===== config.mk =====
export PLATFORM = sky130hd
export DESIGN_NAME = dec_alu_stage
export DESIGN_NICKNAME = d
export VERILOG_FILES = /design/src/rtl/cpu_pkg.sv /design/src/rtl/pipe_skid_slot.sv /design/src/rtl/dec_alu_stage.sv
export SDC_FILE = /design/constraint.sdc
export NUM_CORES = 1
export LEC_CHECK = 0
export ABC_CLOCK_PERIOD_IN_PS = 4380
export BUFFER_PORTS_ARGS = -buffer_cell sky130_fd_sc_hd__buf_4
export CORE_UTILIZATION = 58
export DETAILED_ROUTE_END_ITERATION = 6
export PLACE_DENSITY = 0.86
export SYNTH_ARGS = -nofsm -noshare
export SYNTH_HDL_FRONTEND = slang
export SYNTH_HIERARCHICAL = 1
export SYNTH_SLANG_ARGS = --single-unit

===== constraint.sdc =====
create_clock -name clk -period 4.38 [get_ports clk]
set_input_delay 0.219 -clock clk [delete_from_list [all_inputs] [get_ports clk]]
set_output_delay 0.219 -clock clk [all_outputs]
set_load 0.05 [all_outputs]

===== src/rtl/cpu_pkg.sv =====
// Shared decode/ALU types: default widths, ALU opcodes
// and the decode-to-ALU payload bundle.
package cpu_pkg;

  localparam int DEF_DATA_W     = 32;
  localparam int DEF_REG_ADDR_W = 5;
  localparam int DEF_ALU_OP_W   = 4;

  typedef enum logic [DEF_ALU_OP_W-1:0] {
    ALU_ADD  = 4'd0,
    ALU_SUB  = 4'd1,
    ALU_AND  = 4'd2,
    ALU_OR   = 4'd3,
    ALU_XOR  = 4'd4,
    ALU_SLL  = 4'd5,
    ALU_SRL  = 4'd6,
    ALU_SRA  = 4'd7,
    ALU_SLT  = 4'd8,
    ALU_SLTU = 4'd9
  } alu_op_e;

  typedef struct packed {
    logic                      we;
    logic [DEF_REG_ADDR_W-1:0] wb_addr;
    logic [DEF_DATA_W-1:0]     data1;
    logic [DEF_DATA_W-1:0]     data2;
    logic [DEF_DATA_W-1:0]     imm;
    logic [DEF_ALU_OP_W-1:0]   op;
  } dec_alu_payload_t;

endpackage


===== src/rtl/pipe_skid_slot.sv =====
// Generic payload register with synchronous clear and load.
// Ports: clk, i_clr (wins over load), i_ld, i_d -> o_q.
module pipe_skid_slot #(
  parameter int W = 8
) (
  input  logic         clk,
  input  logic         i_clr,
  input  logic         i_ld,
  input  logic [W-1:0] i_d,
  output logic [W-1:0] o_q
);

  logic [W-1:0] r_q;

  always_ff @(posedge clk) begin
    if (i_clr)
      r_q <= '0;
    else if (i_ld)
      r_q <= i_d;
  end

  assign o_q = r_q;

endmodule


===== src/rtl/dec_alu_stage.sv =====
// Decode-to-ALU pipeline register, valid/ready, optional skid entry,
// synchronous flush. Ports: clk/rst/flush, in_* upstream, out_* to ALU.
module dec_alu_stage
  import cpu_pkg::*;
#(
  parameter int DATA_W     = DEF_DATA_W,
  parameter int REG_ADDR_W = DEF_REG_ADDR_W,
  parameter int ALU_OP_W   = DEF_ALU_OP_W,
  parameter bit SKID       = 1'b1
) (
  input  logic                  clk,
  input  logic                  rst,
  input  logic                  flush,
  input  logic                  in_valid,
  output logic                  in_ready,
  input  logic [DATA_W-1:0]     dataReg1,
  input  logic [DATA_W-1:0]     dataReg2,
  input  logic [DATA_W-1:0]     immValueReg,
  input  logic [ALU_OP_W-1:0]   ALUop,
  input  logic                  writeEnableReg,
  input  logic [REG_ADDR_W-1:0] writeBackAddrIn,
  output logic                  out_valid,
  input  logic                  out_ready,
  output logic [DATA_W-1:0]     dataAlu1,
  output logic [DATA_W-1:0]     dataAlu2,
  output logic [DATA_W-1:0]     immValueAlu,
  output logic [ALU_OP_W-1:0]   op,
  output logic                  writeEnableAlu,
  output logic [REG_ADDR_W-1:0] writeBackAddrOut
);

  localparam int PW = 1 + REG_ADDR_W + 3*DATA_W + ALU_OP_W;

  typedef enum logic [1:0] {
    S_EMPTY = 2'd0,
    S_ONE   = 2'd1,
    S_TWO   = 2'd2
  } state_e;

  state_e        r_state;
  logic [PW-1:0] w_in_pl;
  logic [PW-1:0] w_main_d;
  logic [PW-1:0] w_main_q;
  logic [PW-1:0] w_skid_q;
  logic          w_in_fire;
  logic          w_out_fire;
  logic          w_clr;
  logic          w_main_ld;
  logic          w_skid_ld;
  logic          w_we;

  assign w_in_pl = {writeEnableReg, writeBackAddrIn,
                    dataReg1, dataReg2, immValueReg, ALUop};

  assign out_valid  = (r_state != S_EMPTY);
  assign w_in_fire  = in_valid & in_ready;
  assign w_out_fire = out_valid & out_ready;
  assign w_clr      = rst | flush;

  // With the skid entry, ready is decoded from state only,
  // so out_ready never reaches in_ready combinationally.
  if (SKID) begin : g_rdy_skid
    assign in_ready = (r_state != S_TWO);
  end else begin : g_rdy_flop
    assign in_ready = out_ready | ~out_valid;
  end

  always_comb begin
    w_main_ld = 1'b0;
    w_skid_ld = 1'b0;
    w_main_d  = w_in_pl;
    unique case (r_state)
      S_EMPTY: w_main_ld = w_in_fire;
      S_ONE: begin
        if (w_in_fire && w_out_fire)
          w_main_ld = 1'b1;
        else if (w_in_fire && SKID)
          w_skid_ld = 1'b1;
      end
      S_TWO: begin
        if (w_out_fire) begin
          w_main_ld = 1'b1;
          w_main_d  = w_skid_q;
        end
      end
      default: ;
    endcase
  end

  always_ff @(posedge clk) begin
    if (w_clr)
      r_state <= S_EMPTY;
    else begin
      unique case (r_state)
        S_EMPTY:
          if (w_in_fire) r_state <= S_ONE;
        S_ONE: begin
          if (SKID && w_in_fire && !w_out_fire)
            r_state <= S_TWO;
          else if (!w_in_fire && w_out_fire)
            r_state <= S_EMPTY;
        end
        S_TWO:
          if (w_out_fire) r_state <= S_ONE;
        default: r_state <= S_EMPTY;
      endcase
    end
  end

  pipe_skid_slot #(.W(PW)) u_main (
    .clk   (clk),
    .i_clr (w_clr),
    .i_ld  (w_main_ld),
    .i_d   (w_main_d),
    .o_q   (w_main_q)
  );

  if (SKID) begin : g_skid
    pipe_skid_slot #(.W(PW)) u_skid (
      .clk   (clk),
      .i_clr (w_clr),
      .i_ld  (w_skid_ld),
      .i_d   (w_in_pl),
      .o_q   (w_skid_q)
    );
  end else begin : g_noskid
    assign w_skid_q = '0;
  end

  assign {w_we, writeBackAddrOut, dataAlu1,
          dataAlu2, immValueAlu, op} = w_main_q;

  assign writeEnableAlu = w_we & out_valid;

endmodule


-- Word level (Yosys, flattened, before mapping)
Index checks and enable logic that the tools add are counted.
- reductions and logical operators: 8
- bitwise operators: 4
- equal/unequal tests: 6
- mux-type cells: 13
- operator list (kind ; number):
    $mux W106 ; 2
    $mux W2 ; 4
    $ne A2 B2 Y1 const B ; 3
    $pmux W2 S3 ; 1
    $mux W1 ; 5
    $and A1 B1 Y1 ; 3
    $logic_and A1 B1 Y1 ; 3
    $ne A3 B3 Y1 const B ; 1
    $pmux W1 S3 ; 1
    $reduce_and A3 Y1 ; 1
    $eq A2 B1 Y1 const B ; 1
    $eq A2 B2 Y1 const B ; 1
    $logic_not A1 Y1 ; 2
    $logic_not A2 Y1 ; 1
    $reduce_bool A2 Y1 ; 1
    $or A1 B1 Y1 ; 1
- input bits: 111
- word-level logic and storage cells: 34
- output and inout bits: 108
- bits in registers: 214

-- Depth between registers and ports, before layout
- depth after elaboration: 7
- mapped depth: 10
- mapped depth without buffers: 5

-- By module
Netlist, hierarchy kept.
- by module, submodules not included (module ; times used ; sequential area each (um^2) ; cells each ; area each (um^2)):
    pipe_skid_slot ; 2 ; 2122.0 ; 342 ; 3778.6
    dec_alu_stage ; 1 ; 40.0 ; 138 ; 1514.0

-- Worst setup path before layout
No wires, ideal clock.
- path kind: register to register
- start: register r_state[0]
- end: register r_state[1]
- library setup time: 70 ps
- stages on the path, launching flop included: 6
- required time: 4310 ps
- arrival: 1863 ps
- period minus slack after synthesis: 1933 ps
- setup slack: 2447 ps
- path buffers: 0
- path through: dfxtp_1 -> nand2b_1 -> and2_1 -> ha_1 -> or4bb_1 -> a21oi_1
- longest elaborated chain between the ends: 6
- elaborated cells between the ends (all ways): 17
- those cells by class: eq/ne: 6; mux: 2; bitwise: 2; reduce/logical: 7
- RTL lines (item ; line ; source):
    from (decl) ; dec_alu_stage.sv:40 ; state_e r_state;
    from (signal assigned) ; dec_alu_stage.sv:92 ; r_state <= S_EMPTY;
    from (signal assigned) ; dec_alu_stage.sv:96 ; if (w_in_fire) r_state <= S_ONE;
    from (signal assigned) ; dec_alu_stage.sv:99 ; r_state <= S_TWO;
    $ne A2 B2 Y1 * ; dec_alu_stage.sv:63 ; assign in_ready = (r_state != S_TWO);
    named net in_ready ; dec_alu_stage.sv:15 ; output logic in_ready,
    $and A1 B1 Y1 * ; dec_alu_stage.sv:56 ; assign w_in_fire = in_valid & in_ready;
    $logic_not A1 Y1 ; dec_alu_stage.sv:100 ; else if (!w_in_fire && w_out_fire)
    $logic_and A1 B1 Y1 ; dec_alu_stage.sv:100 ;
    $ne A3 B3 Y1 (no line) ; n/a ;
    $reduce_and A3 Y1 (no line) ; n/a ;
Mark *: on every way through the listed nets, which the timed path passes. The rest lies on a longest branch.
A chain may end at the register's enable or synchronous reset.

-- Worst setup path after layout
- start: register r_state[0]
- end: register u_main.r_q[71] (netlist: u_main/o_q[71])
- longest elaborated chain between the ends: 5
- elaborated cells between the ends (all ways): 13
- those cells by class: eq/ne: 3; mux: 5; bitwise: 2; reduce/logical: 3
- RTL lines (item ; line ; source):
    $ne A2 B2 Y1 / $reduce_bool A2 Y1 (equally long branches) ; dec_alu_stage.sv:63, dec_alu_stage.sv:55 ;
    $and A1 B1 Y1, on equally long branches ; dec_alu_stage.sv:56, dec_alu_stage.sv:57 ;
    $logic_and A1 B1 Y1 ; dec_alu_stage.sv:75 ; if (w_in_fire && w_out_fire)
    $mux W1 ; dec_alu_stage.sv:75 ;
    $pmux W1 S3 * ; dec_alu_stage.sv:72 ; unique case (r_state)
    named net w_main_ld ; dec_alu_stage.sv:48 ; logic w_main_ld;
    to (signal assigned) ; pipe_skid_slot.sv:19 ; r_q <= i_d;
    to (decl) ; pipe_skid_slot.sv:13 ; logic [W-1:0] r_q;
Marked as above.

==> results_dict.tcl <==
set metrics [dict create \
    netlist_area_um2 9070 \
    antenna_found_initial 1 \
    cp.depth 5 \
    cap_violations 0 \
    min_path_type "in2reg" \
    whs_ns -0.0187 \
    grt_pass1_wl_mm 36.6 \
    grt_setup_unrepaired "false" \
    end_kind "flip-flop" \
    synth_compound_area_frac 0.00179 \
    initial_core_util 0.595 \
    drt-initial-drc-count 464 \
    detail-route-antenna-nets 0 \
    ys_types 26 \
    synth_top_area_share 0.472 \
    clk_path_buf_depth 3 \
    synthAdderAreaFrac 0.00138 \
    htree_levels 1 \
    powerDensity_nw_per_um2 367 \
    critPathTopFamily "buffers and inverters" \
    overflow 0 \
    min_path_cells 3 \
    port_buffers 218 \
    status "complete, but fails checks" \
    via_per_inst 5.24 \
    critPathKind "reg2reg" \
    max_freq_ghz 0.465 \
    rows 45 \
    cp_data_required_time_ns 4.70 \
    die-area_um2 16100 \
    fin_crit_ns 2.15 \
    synthMuxAreaShare 0.374 \
    vdd_ir_drop_max_mv 0.278 \
    multi_input_area_um2 4330 \
    drc_errors 0 \
    ys_top_cells_by_area "dfxtp_1, mux2i_1, mux2_2" \
    critical-path-slowest-cell "buf_4" \
    synth_top_family_by_area "multiplexers" \
    finalSetupTns_ns 0 \
    worst_slew_pin_slew_ns 1.00 \
    drive_above_1_share 0.331 \
    cts_buffers 22 \
    nFillCells 830 \
    synth_fp_nets 934 \
    clk_pin_slew_ns 0.06 \
    fp.dieH_um 127 \
    core_area_um2 15300 \
    globalRouteTotalUtil 0.281 \
    num-nets-final 1223 \
    synth-simple-area-share 0.0975 \
    ys_seq_area_frac 0.472 \
    worst_r2r_path_depth 5 \
    first_pass_iters 5 \
    vias 7001 \
    fin_util 0.809 \
    clk_latency_ns 0.49 \
    grt_pass1_vias 7258 \
    crit_path_max_incr_delay_ns 0.77 \
    cp.arrival_ns 2.47 \
    hold_violations 1 \
    cp_max_fo 54 \
    p_leak_nw 5.24 \
    gp_congestion 0.729 \
    ff_latch_area_um2 4280 \
    path_cells "nand3b_1 -> o21ai_4 -> buf_4 -> mux2i_1 -> nor2_1" \
    io_pins 219 \
    total_power_mw 4.53 \
    startpoint_type "flip-flop" \
    setup_viol 0 \
    relSlewSlack 0.331 \
    grt_max_degree 123 \
    netlist_instances 822 \
    fin_skew_ns 0.00665 \
    synth_area_per_cell_um2 11.0 \
    cp_num_buf_inv 1 \
    yosysWarningCount 6 \
    ys_ff_latch 214 \
    slew_viol_final 0 \
    synthXorXnorAreaFrac 0 \
    clkSinkCount 214 \
    dp_hpwl_mm 11.6 \
    violations "hold timing" \
    synth_area_leader_cell "dfxtp_1" \
    avgRoutedWirePerCell_um 17.4 \
    root_buffer "clkbuf_16" \
    timing.final.crit_share 0.491 \
    die_w_um 127 \
    cts_tree "done" \
    syn2layout_area_growth_pct 36.1 \
    drt_wl_total_mm 23.3 \
]
[registers in the layout, summed over array words and instances, names as in the netlist]
name	count
g_skid.u_skid/o_q	106
r_state	2
u_main/o_q	106
[power breakdown]
group / total, mW / switching, mW / internal [mW]
clock network: 1.92 / 0.753 / 1.16
logic: 0.601 / 0.314 / 0.287
registers: 2.01 / 0.0233 / 1.99
[cell type report]
type / instances / area share
Antenna cell: 1 / 0.000203
Clock buffer: 34 / 0.0573
Clock inverter: 4 / 0.00365
Multi-Input combinational cell: 548 / 0.350
Sequential cell: 214 / 0.347
Tap cell: 211 / 0.0214
Timing Repair Buffer: 325 / 0.220
[placed cells by master (no fill, tap or decap)]
cell           count
buf_4            223
dfxtp_1          214
mux2i_1          213
nor2_1           212
dlygate4sd3_1    100
mux2_2            88
clkbuf_16         23
mux2_4            18
clkbuf_8           9
clkinv_2           3
nand2b_1           2
and2_1             2
clkbuf_1           2
buf_12             2
diode_2            1
or2_2              1
nand2_1            1
nand3b_1           1
nor2b_1            1
o21ai_4            1
or2_4              1
nor3b_2            1
or3_1              1
o22ai_1            1
or4bb_1            1
or3b_2             1
a21oi_1            1
ha_1               1
bufinv_16          1
[worst paths after layout]
path	startpoint	endpoint	slack, ns
max reg2reg	r_state[0]$_SDFFE_PP0P_	u_main/o_q[71]$_SDFFE_PP0P_	2.23
min reg2reg	g_skid.u_skid/o_q[58]$_SDFFE_PP0P_	g_skid.u_skid/o_q[58]$_SDFFE_PP0P_	0.49
min	dataReg2[11]	g_skid.u_skid/o_q[47]$_SDFFE_PP0P_	-0.02
max	r_state[0]$_SDFFE_PP0P_	u_main/o_q[71]$_SDFFE_PP0P_	2.23
[repair_timing]
action | in CTS | in global routing
resized for setup | 0 | 0
hold buffers | 99 | 1
endpoints found under the hold margin | 99 | 1
setup buffers | 0 | 0
[tightest hold or removal path: stages]
cell and delay, ns:
buf_4 0.08, mux2i_1 0.06, nor2_1 0.07
[cells in the mapped netlist]
cell type and instances:
nand3b_1 1, nor2b_1 1, nor2_1 212, mux2_4 18, clkbuf_1 12, or2_2 2, o22ai_1 1, dfxtp_1 214
mux2i_1 213, ha_1 1, nand2b_1 2, mux2_2 88, and2_1 2, buf_2 10, buf_12 8, buf_4 16
or3b_2 1, buf_1 8, nor3b_1 1, or3_1 1, buf_6 4, o21ai_0 1, or4bb_1 1, buf_8 2
a21oi_1 1, nand2_1 1
[layer usage]
layer	GRT usage	share of wire	up-vias
met5	0	0	-
met3	0.0607	0.060	58
met2	0.507	0.50	245
met4	0.104	0.031	0
li1	-	-	3358
met1	0.326	0.41	3340
[metrics by stage]
step	cell area, µm²	std cells	hold slack [ns]	setup WS, ns
after floorplan	9070	822	0.366	2.45
after global routing	12300	1337	0.00572	2.10
after global placement	10600	1198	0.458	2.37
after CTS	12300	1335	0.0000206	2.25
after detailed placement	10600	1198	0.470	2.30
final	12300	1337	-0.0187	2.23
[cell families after synthesis]
family,Yosys count
AND/OR/NAND/NOR,225
adder cells (fa/ha/maj),1
buffers and inverters,60
flip-flops,214
AO/OA/AOI/OAI,3
multiplexers,319
Power figures use the tool's default switching activity.
